$ cat src/rtl/mmio_io_ctrl_if.sv
// CPU-side memory-mapped bus for mmio_io_ctrl.
//   addr  : load/store address from the execute stage
//   re    : load strobe
//   we    : store strobe
//   wdata : store data
//   rdata : registered load data, valid the cycle after re
// The master modport is the CPU side; the slave modport is the controller.
interface mmio_io_ctrl_if;
  logic [31:0] addr;
  logic        re;
  logic        we;
  logic [31:0] wdata;
  logic [31:0] rdata;

  modport master (output addr, re, we, wdata, input rdata);
  modport slave  (input addr, re, we, wdata, output rdata);
endinterface

$ cat src/rtl/mmio_io_ctrl.sv
// Memory-mapped I/O controller between the CPU memory/writeback stage and
// the on-chip UART: RX/TX byte FIFOs, sticky error flags and performance
// counters, all reachable in the addr[31:28] == 4'h8 window.
//
// Ports:
//   clk, rst      : clock, synchronous active-high reset
//   bus           : CPU load/store bus (slave side)
//   inst_retire   : one instruction retired this cycle
//   br_retire     : one branch retired this cycle
//   br_correct    : retired branch was predicted correctly
//   rx_data/valid : byte from the UART receiver, rx_ready = RX FIFO not full
//   tx_data/valid : byte offered to the UART transmitter, popped on tx_ready
//
// Register map (offset = addr[5:0]):
//   0x00 R status  {8'h0, tx_count, rx_count, 6'h0, rx_not_empty, tx_not_full}
//   0x04 R RX data (pops; empty read returns 0 and sets rx_underflow)
//   0x08 W TX data (full store drops the byte and sets tx_overflow)
//   0x0C R flags {rx_underflow, tx_overflow}; W clears both
//   0x10/0x14/0x18/0x1C R cycle/instruction/branch/correct-branch counters
//   0x20 W clear all counters
module mmio_io_ctrl #(
  parameter int DEPTH     = 8,
  parameter int CNT_WIDTH = 32
) (
  input  logic                 clk,
  input  logic                 rst,
  mmio_io_ctrl_if.slave        bus,
  input  logic                 inst_retire,
  input  logic                 br_retire,
  input  logic                 br_correct,
  input  logic [7:0]           rx_data,
  input  logic                 rx_valid,
  output logic                 rx_ready,
  output logic [7:0]           tx_data,
  output logic                 tx_valid,
  input  logic                 tx_ready
);

  localparam int          AW       = $clog2(DEPTH);
  localparam logic [AW:0] FULL_CNT = (AW+1)'(DEPTH);

  localparam logic [5:0] OFF_STATUS = 6'h00;
  localparam logic [5:0] OFF_RX     = 6'h04;
  localparam logic [5:0] OFF_TX     = 6'h08;
  localparam logic [5:0] OFF_FLAGS  = 6'h0C;
  localparam logic [5:0] OFF_CYC    = 6'h10;
  localparam logic [5:0] OFF_INST   = 6'h14;
  localparam logic [5:0] OFF_BR     = 6'h18;
  localparam logic [5:0] OFF_BRC    = 6'h1C;
  localparam logic [5:0] OFF_CLR    = 6'h20;

  // ---------------------------------------------------------------------
  // Address decode
  // ---------------------------------------------------------------------
  logic       in_window;
  logic       ld;
  logic       st;
  logic [5:0] off;
  logic       rx_pop_req;
  logic       tx_push_req;
  logic       flags_clr;
  logic       cnt_clr;
  logic       unused_bits;

  assign in_window   = bus.addr[31:28] == 4'h8;
  assign ld          = bus.re && in_window;
  assign st          = bus.we && in_window;
  assign off         = bus.addr[5:0];
  // A combined load+store performs only the store, so the load must not pop.
  assign rx_pop_req  = ld && !st && (off == OFF_RX);
  assign tx_push_req = st && (off == OFF_TX);
  assign flags_clr   = st && (off == OFF_FLAGS);
  assign cnt_clr     = st && (off == OFF_CLR);
  assign unused_bits = ^{bus.addr[27:6], bus.wdata[31:8]};

  // ---------------------------------------------------------------------
  // RX FIFO (UART -> CPU)
  // ---------------------------------------------------------------------
  logic [7:0]    rx_mem [DEPTH];
  logic [AW-1:0] rx_wr_ptr;
  logic [AW-1:0] rx_rd_ptr;
  logic [AW:0]   rx_count;
  logic          rx_full;
  logic          rx_empty;
  logic          rx_push;
  logic          rx_pop;

  assign rx_full  = rx_count == FULL_CNT;
  assign rx_empty = rx_count == '0;
  assign rx_ready = !rx_full;
  // A push while full is refused even if a pop frees a slot this cycle.
  assign rx_push  = rx_valid && !rx_full;
  assign rx_pop   = rx_pop_req && !rx_empty;

  // NOTE: the byte storage is deliberately not reset; occupancy and pointers
  // define what is valid, so stale contents are never observable.
  always_ff @(posedge clk) begin
    if (rx_push) rx_mem[rx_wr_ptr] <= rx_data;
  end

  // NOTE: all state below uses non-blocking assignments so every register
  // samples pre-edge values, which is what makes reads see pre-update state.
  always_ff @(posedge clk) begin
    if (rst) begin
      rx_wr_ptr <= '0;
      rx_rd_ptr <= '0;
      rx_count  <= '0;
    end else begin
      if (rx_push) rx_wr_ptr <= rx_wr_ptr + 1'b1;
      if (rx_pop)  rx_rd_ptr <= rx_rd_ptr + 1'b1;
      if (rx_push && !rx_pop)      rx_count <= rx_count + 1'b1;
      else if (rx_pop && !rx_push) rx_count <= rx_count - 1'b1;
    end
  end

  // ---------------------------------------------------------------------
  // TX FIFO (CPU -> UART)
  // ---------------------------------------------------------------------
  logic [7:0]    tx_mem [DEPTH];
  logic [AW-1:0] tx_wr_ptr;
  logic [AW-1:0] tx_rd_ptr;
  logic [AW:0]   tx_count;
  logic          tx_full;
  logic          tx_empty;
  logic          tx_push;
  logic          tx_pop;

  assign tx_full  = tx_count == FULL_CNT;
  assign tx_empty = tx_count == '0;
  assign tx_valid = !tx_empty;
  // Gate the head so the unreset storage never leaks onto tx_data.
  assign tx_data  = tx_empty ? 8'h00 : tx_mem[tx_rd_ptr];
  assign tx_push  = tx_push_req && !tx_full;
  assign tx_pop   = tx_ready && !tx_empty;

  always_ff @(posedge clk) begin
    if (tx_push) tx_mem[tx_wr_ptr] <= bus.wdata[7:0];
  end

  always_ff @(posedge clk) begin
    if (rst) begin
      tx_wr_ptr <= '0;
      tx_rd_ptr <= '0;
      tx_count  <= '0;
    end else begin
      if (tx_push) tx_wr_ptr <= tx_wr_ptr + 1'b1;
      if (tx_pop)  tx_rd_ptr <= tx_rd_ptr + 1'b1;
      if (tx_push && !tx_pop)      tx_count <= tx_count + 1'b1;
      else if (tx_pop && !tx_push) tx_count <= tx_count - 1'b1;
    end
  end

  // ---------------------------------------------------------------------
  // Sticky error flags: a set in the same cycle as a clear wins.
  // ---------------------------------------------------------------------
  logic tx_overflow;
  logic rx_underflow;

  always_ff @(posedge clk) begin
    if (rst) begin
      tx_overflow  <= 1'b0;
      rx_underflow <= 1'b0;
    end else begin
      tx_overflow  <= (tx_push_req && tx_full)  || (tx_overflow  && !flags_clr);
      rx_underflow <= (rx_pop_req  && rx_empty) || (rx_underflow && !flags_clr);
    end
  end

  // ---------------------------------------------------------------------
  // Performance counters: clear beats increment, all wrap naturally.
  // ---------------------------------------------------------------------
  logic [CNT_WIDTH-1:0] cyc_cnt;
  logic [CNT_WIDTH-1:0] inst_cnt;
  logic [CNT_WIDTH-1:0] br_cnt;
  logic [CNT_WIDTH-1:0] brc_cnt;

  always_ff @(posedge clk) begin
    if (rst || cnt_clr) begin
      cyc_cnt  <= '0;
      inst_cnt <= '0;
      br_cnt   <= '0;
      brc_cnt  <= '0;
    end else begin
      cyc_cnt <= cyc_cnt + 1'b1;
      if (inst_retire)              inst_cnt <= inst_cnt + 1'b1;
      if (br_retire)                br_cnt   <= br_cnt + 1'b1;
      if (br_retire && br_correct)  brc_cnt  <= brc_cnt + 1'b1;
    end
  end

  // ---------------------------------------------------------------------
  // Read mux and registered load data
  // ---------------------------------------------------------------------
  logic [31:0] rd_val;

  // NOTE: rd_val gets a default before the case so no path leaves it
  // unassigned, which would otherwise infer a latch.
  always_comb begin
    rd_val = '0;
    case (off)
      OFF_STATUS: rd_val = {8'h00, 8'(tx_count), 8'(rx_count), 6'h00,
                            !rx_empty, !tx_full};
      OFF_RX:     rd_val = rx_empty ? 32'h0 : 32'(rx_mem[rx_rd_ptr]);
      OFF_FLAGS:  rd_val = {30'h0, rx_underflow, tx_overflow};
      OFF_CYC:    rd_val = 32'(cyc_cnt);
      OFF_INST:   rd_val = 32'(inst_cnt);
      OFF_BR:     rd_val = 32'(br_cnt);
      OFF_BRC:    rd_val = 32'(brc_cnt);
      default:    rd_val = '0;
    endcase
  end

  always_ff @(posedge clk) begin
    if (rst)     bus.rdata <= '0;
    else if (ld) bus.rdata <= st ? 32'h0 : rd_val;
  end

endmodule

$ cat src/flat_wrapper.sv
// flat-port wrapper written by rule: the top's interface ports become plain ports
module mmio_io_ctrl_flat 
#(
  parameter int DEPTH     = 8,
  parameter int CNT_WIDTH = 32
)
  (clk, rst, inst_retire, br_retire, br_correct, rx_data, rx_valid, rx_ready, tx_data, tx_valid, tx_ready, bus_addr, bus_re, bus_we, bus_wdata, bus_rdata);
  mmio_io_ctrl_if bus_i ();
  input  logic clk;
  input  logic rst;
  input  logic inst_retire;
  input  logic br_retire;
  input  logic br_correct;
  input  logic [7:0] rx_data;
  input  logic rx_valid;
  output logic rx_ready;
  output logic [7:0] tx_data;
  output logic tx_valid;
  input  logic tx_ready;
  input wire logic [$bits(bus_i.addr)-1:0] bus_addr;
  input wire logic [$bits(bus_i.re)-1:0] bus_re;
  input wire logic [$bits(bus_i.we)-1:0] bus_we;
  input wire logic [$bits(bus_i.wdata)-1:0] bus_wdata;
  output wire logic [$bits(bus_i.rdata)-1:0] bus_rdata;
  assign bus_i.addr = bus_addr;
  assign bus_i.re = bus_re;
  assign bus_i.we = bus_we;
  assign bus_i.wdata = bus_wdata;
  assign bus_rdata = bus_i.rdata;
  mmio_io_ctrl #(.DEPTH(DEPTH), .CNT_WIDTH(CNT_WIDTH)) u_core (.clk(clk), .rst(rst), .bus(bus_i), .inst_retire(inst_retire), .br_retire(br_retire), .br_correct(br_correct), .rx_data(rx_data), .rx_valid(rx_valid), .rx_ready(rx_ready), .tx_data(tx_data), .tx_valid(tx_valid), .tx_ready(tx_ready));
endmodule
$ cat config.mk
export PLATFORM = sky130hd
export DESIGN_NAME = mmio_io_ctrl_flat
export DESIGN_NICKNAME = d
export VERILOG_FILES = /design/src/rtl/mmio_io_ctrl_if.sv /design/src/rtl/mmio_io_ctrl.sv /design/src/flat_wrapper.sv
export SDC_FILE = /design/constraint.sdc
export NUM_CORES = 1
export LEC_CHECK = 0
export ABC_AREA = 1
export CAP_MARGIN = 20
export CORE_ASPECT_RATIO = 0.75
export CORE_MARGIN = 8
export CORE_UTILIZATION = 63
export DETAILED_ROUTE_END_ITERATION = 7
export PLACE_DENSITY = 0.85
export SLEW_MARGIN = 10
export SYNTH_ARGS = -nofsm -noshare
export SYNTH_HDL_FRONTEND = slang
export SYNTH_SLANG_ARGS = --single-unit
export TNS_END_PERCENT = 100
$ cat constraint.sdc
create_clock -name clk -period 5.7 [get_ports clk]
set_clock_uncertainty 0.15 [all_clocks]
set_input_delay 1.14 -clock clk [delete_from_list [all_inputs] [get_ports clk]]
set_output_delay 1.14 -clock clk [all_outputs]
set_load 0.005 [all_outputs]
After elaboration in Yosys (flattened, before gate mapping). Memories as Yosys holds them, arrays and structs flattened. A register that Yosys moved wholly into a read port is not among the register bits. Index checks and enable logic that the tools add are counted.

Flip-flop bits (word level): 182. Memory bits (writable): 128. Output and inout bits: 42. Memories: 2.

Add/subtract/negate cells: 12. Equality and inequality tests: 11. Multiplexer cells: 16. Reduce and logical (&&, ||, !) cells: 38.

Memories: u_core.rx_mem (words 8, width 8, read ports 1, clocked after Yosys merged registers in 1, wr ports 1, RTL line mmio_io_ctrl.sv:79) `logic [7:0] rx_mem [DEPTH];`; u_core.tx_mem (words 8, width 8, read ports 1, clocked after Yosys merged registers in 1, wr ports 1, RTL line mmio_io_ctrl.sv:119) `logic [7:0] tx_mem [DEPTH];`.

Operators with widths (number): one-hot mux 32 bit (7 select lines) (1); adder 32 x 1 -> 32 bit, second input constant (4); two-way mux 32 bit (1); equality test 6 x 5 -> 1 bit, second input constant (4); logical AND 1 bit (20); two-way mux 4 bit (4); two-way mux 8 bit (2); adder 3 x 1 -> 3 bit, second input constant (4); equality test 4 bit, second input constant (3); equality test 6 x 4 -> 1 bit, second input constant (2); two-way mux 3 bit (4); logical NOT 1 bit (10); adder 4 x 1 -> 4 bit, second input constant (2); logical NOT 4 bit (2); subtractor 4 x 1 -> 4 bit, second input constant (2); equality test 6 x 3 -> 1 bit, second input constant (1); equality test 6 bit, second input constant (1); logical NOT 6 bit (1); two-way mux 1 bit (4); nonzero test 2 bit (2); logical OR 1 bit (3).

Logic depth before layout (Yosys ltp). Gate-level depths: netlist of the first run.

Depth after elaboration: 9. Mapped depth: 17.

Least setup slack after synthesis of the first run. Ideal clock, no wire load.

Kind: input port to flip-flop. Start point: in bus_addr[1]. End point: reg u_core.rx_count[3]. Library setup time: 0.058 ns. Arrival time: 3.020 ns. Required time: 5.492 ns. Setup slack: 2.472 ns. Stages: 15. Path through: nor2_2 > nand2_1 > nor2_1 > nand3_1 > ha_1 > inv_1 > ha_1 > nand2_1 > nand2_1 > a21oi_1 > nor2_1 > nor2_1 > nand2_1 > a21oi_1 > o21a_1.

Longest elaborated chain between the ends: 6. Elaborated cells on any way between the ends: 8. Those cells by class: eq/ne: 1; mux: 1; reduce/logical: 6.

Ends and longest elaborated chain: start, declared (RTL line flat_wrapper.sv:20) `input wire logic [$bits(bus_i.addr)-1:0] bus_addr;`; equality test 6 x 3 -> 1 bit * (RTL line mmio_io_ctrl.sv:70) `assign rx_pop_req = ld && !st && (off == OFF_RX);`; logical AND 1 bit * (RTL line mmio_io_ctrl.sv:70); logical AND 1 bit * (RTL line mmio_io_ctrl.sv:93) `assign rx_pop = rx_pop_req && !rx_empty;`; logical NOT 1 bit (RTL line mmio_io_ctrl.sv:111) `if (rx_push && !rx_pop) rx_count <= rx_count + 1'b1;`; logical AND 1 bit (RTL line mmio_io_ctrl.sv:111); two-way mux 4 bit or nonzero test 2 bit (tied branches); end signal, assigned (RTL line mmio_io_ctrl.sv:111); end signal, assigned (RTL line mmio_io_ctrl.sv:112) `else if (rx_pop && !rx_push) rx_count <= rx_count - 1'b1;`; end, declared (RTL line mmio_io_ctrl.sv:82) `logic [AW:0] rx_count;`.

Mark *: on every way between the ends. The rest lies on a longest branch, timed or not. A chain may end at the register's enable or synchronous reset.

==> out/results.ini, run 1 <==
[clocking]
ctsHoldBuffers = 0
cts-root-buf = clkbuf_16
cts_resized = 0
cts_made_buffers = 30
cts_tree = yes
cts-htree-levels = 1
clkTransAtPathRegs_ns = 0.06
clk_path_buf_depth = 3
post_cts_buffers = 0
clk_latency_ns = 0.59
cts_sinks = 316

[hold_path]
min_path_type = flip-flop to flip-flop
worstHoldStart = u_core.cyc_cnt[27]$_SDFF_PP0_
holdPathStages = 2
holdPathEnd = u_core.cyc_cnt[27]$_SDFF_PP0_

[place]
dpl_cell_area_um2 = 16100
hpwl_um = 28900
pre_cts_slack_ns = 1.40
port_buffers = 76
place.gp.congestion = 0.971

[grt]
grt-ovfl-total = 0
grt_pass1_wl_um = 65500
grt_max_degree = 58
grt_pass1_vias = 12700
grt_usage_pct = 27.5
antenna_found_initial = 0

[power]
power.density_nw_per_um2 = 306
ir_drop_mv = 0.375
p_leak_nw = 5.77

[drt]
viasPerCell = 5.98
drt_wl_total_um = 41100
routedWlPerCell_um = 18.1
dr_total_vias = 13600
drt_iter0_markers = 1540
drc = 0
drt_pass1_iterations = 7
ant_nets = 0

[outcome]
outcome = finished clean

[timing]
slew_viol_final = 0
max_freq_mhz = 228
finalCritPeriodShare_pct = 77.1
worst_slew_pin_slew_ns = 1.05
slew-limit-headroom_pct = 30.1
setup_viol = 0
rsz0062_at_grt = no
hold_viol_final = 0
fin_ws_ns = 1.31
setup_tns_ns = 0
period_needed_ns = 4.39

[logic_synthesis]
synth_cell_types = 49
ys_top_cells_by_area = edfxtp_1 (25%), dfxtp_1 (25%), nand2_1 (9.4%), nor2_1 (6.8%), inv_1 (4.7%)
synthArstFlopShare_pct = 0
netlist_instances = 1872
synthTopCellsByCount = nand2_1 (379), nor2_1 (273), inv_1 (190), dfxtp_1 (188), edfxtp_1 (128)
post-synth-top-count-cell = nand2_1
synth_seq_cells = 316
yosys_warnings = 0
ys_seq_area_share_pct = 50.3
synth.avg_cell_area_um2 = 8.08
synth-main-ff-cell = dfxtp_1
synth_edf_count = 128
synth_top_area_share_pct = 25.4
syn-cell-area_um2 = 15100
yosysTopAreaCell = edfxtp_1
syn-num-nets = 1969

[worst_setup_path]
endpoint_kind = output port
slowest_delay_ns = 0.67
rr_endpoint = u_core.tx_count[3]$_SDFFE_PP0P_
worstRegToRegCells = 14
path_depth = 7
critPathSlowestCell = inv_1
critPathBufInv = 3
cp_cell_sequence = buf_4, inv_1, o21ai_0, o22ai_1, o21ai_0, a31oi_1, clkdlybuf4s50_1
crit_fanout = 33
critical_path_class = flip-flop to output port
crit_top_cell = o21ai_0
worstPathRequired_ns = 4.41
rr_startpoint = u_core.tx_count[1]$_SDFFE_PP0P_
startpoint_type = flip-flop
r2r_slack_ns = 2.77
path_delay_family = buffers and inverters
cp_data_arrival_time_ns = 3.10

[floorplan]
initial_core_util_pct = 63.6
core-area_um2 = 23800
fp.dieW_um = 195
pin_count = 123
fp.dieArea_um2 = 29300
placementRows = 49
die_height_um = 150

[cells_and_area]
drive_above_1_share_pct = 6.63
area_growth_pct = 13.2
final_area_um2 = 17100
final_util_pct = 72.0
antenna_cells = 0
fin_nets = 2038

[job]
maxCapViolCount = 0

[cells in the final DEF (no fill, tap or decap), types with 4 or more instances in the layout]
cell type,instances
nor2_1,273
o21a_1,7
clkinv_2,6
inv_1,190
nand4_1,45
ha_1,14
nor3b_1,11
nor4_1,5
o21ai_1,16
nor2_4,8
o211ai_1,16
inv_2,8
dfxtp_1,188
xnor2_1,6
nand2_1,379
clkdlybuf4s50_1,75
buf_4,16
clkbuf_8,4
xor2_1,42
edfxtp_1,128
a21oi_1,112
o21ai_0,122
clkbuf_16,30
o22ai_1,29
nand2_2,7
bufinv_16,4
nand3_1,68
a31oi_1,9
clkbuf_1,5
nor3_2,13
nor2_2,14
a22oi_1,8
or2_2,4
nor3_1,68
nand3_2,5
[power by group]
part	switching (W)	leakage, nW	internal, W
logic	0.000421	2.59	0.000281
registers	0.0000682	2.67	0.00240
clock network	0.000872	0.499	0.00120
total	0.00136	5.77	0.00388
[through the flow]
step,power (W),std cells,hold slack [ns]
after floorplan,0.00289,1872,0.288
after global placement,0.00317,2215,0.297
after detailed placement,0.00320,2215,0.300
after CTS,0.00525,2268,0.310
after global routing,0.00542,2268,0.337
final,0.00524,2268,0.308
[flip-flops by register name, summed over array words and instances (netlist names), named ones only]
register and flops:
u_core.rx_mem 64, u_core.tx_mem 64, u_core.br_cnt 32, u_core.brc_cnt 32, u_core.bus.rdata 32, u_core.cyc_cnt 32
u_core.inst_cnt 32, u_core.rx_count 4, u_core.tx_count 4, u_core.rx_rd_ptr 3, u_core.rx_wr_ptr 3, u_core.tx_rd_ptr 3
u_core.tx_wr_ptr 3, u_core.rx_underflow 1, u_core.tx_overflow 1
[per-layer routing]
| metal | share of wire, % | global-route usage, % | up-vias |
|---|---|---|---|
| met4 | 3.8 | 10.9 | 0 |
| li1 | - | - | 6419 |
| met5 | 0 | 0 | - |
| met3 | 9.9 | 4.78 | 108 |
| met1 | 41 | 36.8 | 6316 |
| met2 | 45 | 44.5 | 711 |
[tightest hold or removal path, stage by stage, from the launching register on]
cell and delay [ns]:
dfxtp_1 0.31, nand2_1 0.06, a21oi_1 0.05
[kinds of logic after synthesis]
| family | count (synthesis) | share of synthesized area (%) |
|---|---|---|
| mux | 1 | 0.0662 |
| buf+inv | 255 | 6.80 |
| compound gates | 327 | 12.0 |
| fa+ha+maj | 16 | 1.42 |
| simple gates | 909 | 26.6 |
| xor+xnor | 48 | 2.78 |
| flops | 316 | 50.3 |
[how the worst max path moves through the flow]
stage                                            endpoint
after floorplan           u_core.rx_count[3]$_SDFFE_PP0P_
after global placement    u_core.rx_count[3]$_SDFFE_PP0P_
after detailed placement  u_core.rx_count[3]$_SDFFE_PP0P_
after CTS                                      tx_data[2]
after global routing                           tx_data[2]
final                                          tx_data[2]
[layout make-up]
| class | count | area [um2] |
|---|---|---|
| flip-flops and latches | 316 | 7610 |
| fillers | 1860 | 6670 |
| multi-input cells | 1301 | 6480 |
| repair buffers | 92 | 876 |
| clock buffers | 39 | 825 |
| inverters | 200 | 753 |
| well taps | 306 | 383 |
| clock inverters | 14 | 195 |
Note: power is estimated with default switching activity, not from simulation.
==> inputs of run 2 (changes only) <==
--- a/config.mk
+++ b/config.mk
@@ -9,9 +9,9 @@
 export CAP_MARGIN = 20
 export CORE_ASPECT_RATIO = 0.75
 export CORE_MARGIN = 8
-export CORE_UTILIZATION = 63
+export CORE_UTILIZATION = 59
 export DETAILED_ROUTE_END_ITERATION = 7
-export PLACE_DENSITY = 0.85
+export PLACE_DENSITY = 0.81
 export SLEW_MARGIN = 10
 export SYNTH_ARGS = -nofsm -noshare
 export SYNTH_HDL_FRONTEND = slang
==> constraint.sdc (replaced) <==
create_clock -name clk -period 4.4 [get_ports clk]
set_clock_uncertainty 0.15 [all_clocks]
set_input_delay 0.88 -clock clk [delete_from_list [all_inputs] [get_ports clk]]
set_output_delay 0.88 -clock clk [all_outputs]
set_load 0.005 [all_outputs]
==> run 2 against run 1 <==
Flip-flop and latch count unchanged. Routed wire length up 3.3%. Global-route usage down 1.3 points. Sequential power up 29%.
==> out/results.ini, run 2 (same netlist as run 1, synthesis figures left out) <==
[drt]
ant_nets = 0  ; unchanged
drt_iter0_markers = 1703  ; was 1540
drc = 0  ; unchanged
drt_pass1_iterations = 7  ; unchanged
dr_total_vias = 13300  ; was 13.6k
drt_wl_total_um = 42400  ; was 41100 um
routedWlPerCell_um = 18.4  ; was 18.1 um
viasPerCell = 5.76  ; was 5.98

[timing]
slew-limit-headroom_pct = 28.2  ; was 30.1%
max_freq_mhz = 266
worst_slew_pin_slew_ns = 1.08  ; was 1.05 ns
setup_viol = 0  ; unchanged
period_needed_ns = 3.76
finalCritPeriodShare_pct = 85.5
setup_tns_ns = 0  ; unchanged
slew_viol_final = 0  ; unchanged
rsz0062_at_grt = no  ; unchanged
hold_viol_final = 0  ; unchanged

[floorplan]
placementRows = 50  ; was 49
initial_core_util_pct = 60.3  ; was 63.6%
fp.dieArea_um2 = 31100  ; was 29300 um2
pin_count = 123  ; unchanged
fp.dieW_um = 201  ; was 195 um
core-area_um2 = 25100  ; was 23800 um2
die_height_um = 155  ; was 150 um

[clocking]
cts-htree-levels = 1  ; unchanged
ctsHoldBuffers = 0  ; unchanged
cts-root-buf = clkbuf_16  ; unchanged
clkTransAtPathRegs_ns = 0.07  ; was 0.06 ns
cts_sinks = 316  ; unchanged
clk_path_buf_depth = 3  ; unchanged
post_cts_buffers = 0  ; unchanged
cts_resized = 0  ; unchanged
cts_made_buffers = 30  ; unchanged
clk_latency_ns = 0.56  ; was 0.59 ns
cts_tree = yes  ; unchanged

[worst_setup_path]
cp_data_arrival_time_ns = 2.73  ; was 3.10 ns
rr_endpoint = u_core.tx_count[3]$_SDFFE_PP0P_  ; unchanged
crit_fanout = 17  ; was 33
endpoint_kind = output port  ; unchanged
startpoint_type = flip-flop  ; unchanged
rr_startpoint = u_core.tx_count[0]$_SDFFE_PP0P_  ; was u_core.tx_count[1]$_SDFFE_PP0P_
endpoint = tx_data[2]  ; unchanged
worstPathRequired_ns = 3.37  ; was 4.41 ns
r2r_slack_ns = 1.46  ; was 2.77 ns
worstRegToRegCells = 14  ; unchanged
critical_path_class = flip-flop to output port  ; unchanged

[cells_and_area]
fin_nets = 2042  ; was 2038
mostFrequentLayoutCells = nand2_1 (379), nor2_1 (273), inv_1 (190)  ; unchanged
antenna_cells = 0  ; unchanged
largestRegisters = u_core.rx_mem: 64 flops, u_core.tx_mem: 64 flops  ; unchanged
layout_commonest_cell = nand2_1  ; unchanged
fin_cells = 2307  ; was 2268
drive_above_1_share_pct = 6.60  ; was 6.63%
area_growth_pct = 13.3  ; was 13.2%

[grt]
grt_usage_pct = 26.2  ; was 27.5%
grt_pass1_wl_um = 66500  ; was 65500 um
grt_pass1_vias = 12300  ; was 12.7k
grt-ovfl-total = 0  ; unchanged
grt_max_degree = 94  ; was 58
antenna_found_initial = 1  ; was 0

[place]
place.gp.congestion = 0.972  ; was 0.971
port_buffers = 76  ; unchanged
hpwl_um = 30200  ; was 28900 um
placed_cells = 2251  ; was 2215

[power]
ir_drop_mv = 0.363  ; was 0.375 mV
power.density_nw_per_um2 = 386  ; was 306 nW/um2
p_leak_nw = 5.75  ; was 5.77 nW

[job]
maxCapViolCount = 0  ; unchanged

[hold_path]
holdPathStages = 2  ; unchanged
min_path_type = flip-flop to flip-flop  ; unchanged

[outcome]
outcome = finished clean  ; unchanged

==> run 2: cell types whose count changed in the layout (fill, tap and decap cells not counted), moves of 2 or more <==
cell	previous run	this run
clkbuf_1	5	11
clkbuf_8	4	1
clkbuf_2	0	2
buf_4	16	19
bufinv_16	4	2
clkinv_2	6	3
==> run 2: critical path: stages (launching register included) <==
cell             delay [ns]
dfxtp_1                0.49
inv_1                  0.48
o21ai_0                0.17
o22ai_1                0.20
o21ai_0                0.13
a31oi_1                0.18
clkdlybuf4s50_1        0.53
==> run 2: worst min-delay path by stage <==
| stage | to | slack (ns) | startpoint |
|---|---|---|---|
| after floorplan | u_core.cyc_cnt[31]$_SDFF_PP0_ | 0.29 | u_core.cyc_cnt[31]$_SDFF_PP0_ |
| after global placement | u_core.cyc_cnt[31]$_SDFF_PP0_ | 0.30 | u_core.cyc_cnt[31]$_SDFF_PP0_ |
| after detailed placement | u_core.cyc_cnt[27]$_SDFF_PP0_ | 0.31 | u_core.cyc_cnt[27]$_SDFF_PP0_ |
| after CTS | u_core.cyc_cnt[27]$_SDFF_PP0_ | 0.31 | u_core.cyc_cnt[27]$_SDFF_PP0_ |
| after global routing | u_core.bus.rdata[0]$_SDFFE_PP0N_ | 0.33 | u_core.bus.rdata[0]$_SDFFE_PP0N_ |
| final | u_core.bus.rdata[0]$_SDFFE_PP0N_ | 0.31 | u_core.bus.rdata[0]$_SDFFE_PP0N_ |
==> run 2: cell type report <==
cell class              count  area [um2]
flip-flops and latches    316        7610
clock buffers              45         841
fillers                  1997        7960
multi-input cells        1301        6480
inverters                 200         753
well taps                 338         423
repair buffers             96         918
clock inverters            11         106
==> run 2: power breakdown <==
part	internal, W	switching (W)
Sequential	0.00311	0.0000655
Combinational	0.000370	0.000524
Clock	0.00143	0.00111
==> run 2: routing by layer <==
metal	vias to the layer above	wire, um	GRT usage [%]
met5	-	8	0
met4	2	967	7.38
met3	78	4600	4.61
met2	668	18100	38.5
met1	6124	18800	39.0
li1	6421	-	-
==> run 2: per-stage QoR <==
stage | hold WS [ns] | util (%) | cell area (um2) | power (W) | setup slack, ns
4_1_cts | 0.315 | 68.3 | 17100 | 0.00663 | 0.643
6_report | 0.312 | 68.3 | 17100 | 0.00661 | 0.638
3_5_place_dp | 0.306 | 64.5 | 16200 | 0.00412 | 0.686
5_1_grt | 0.334 | 68.3 | 17100 | 0.00684 | 0.385
3_3_place_gp | 0.297 | 64.5 | 16200 | 0.00409 | 0.736
2_1_floorplan | 0.288 | - | 15100 | 0.00375 | 1.43
==> inputs of run 3 (changes only) <==
--- a/config.mk
+++ b/config.mk
@@ -6,7 +6,6 @@
 export NUM_CORES = 1
 export LEC_CHECK = 0
 export ABC_AREA = 1
-export CAP_MARGIN = 20
 export CORE_ASPECT_RATIO = 0.75
 export CORE_MARGIN = 8
 export CORE_UTILIZATION = 59
==> results of run 3 <==
No change in the layout: final DEF, timing and power equal those of run 2.
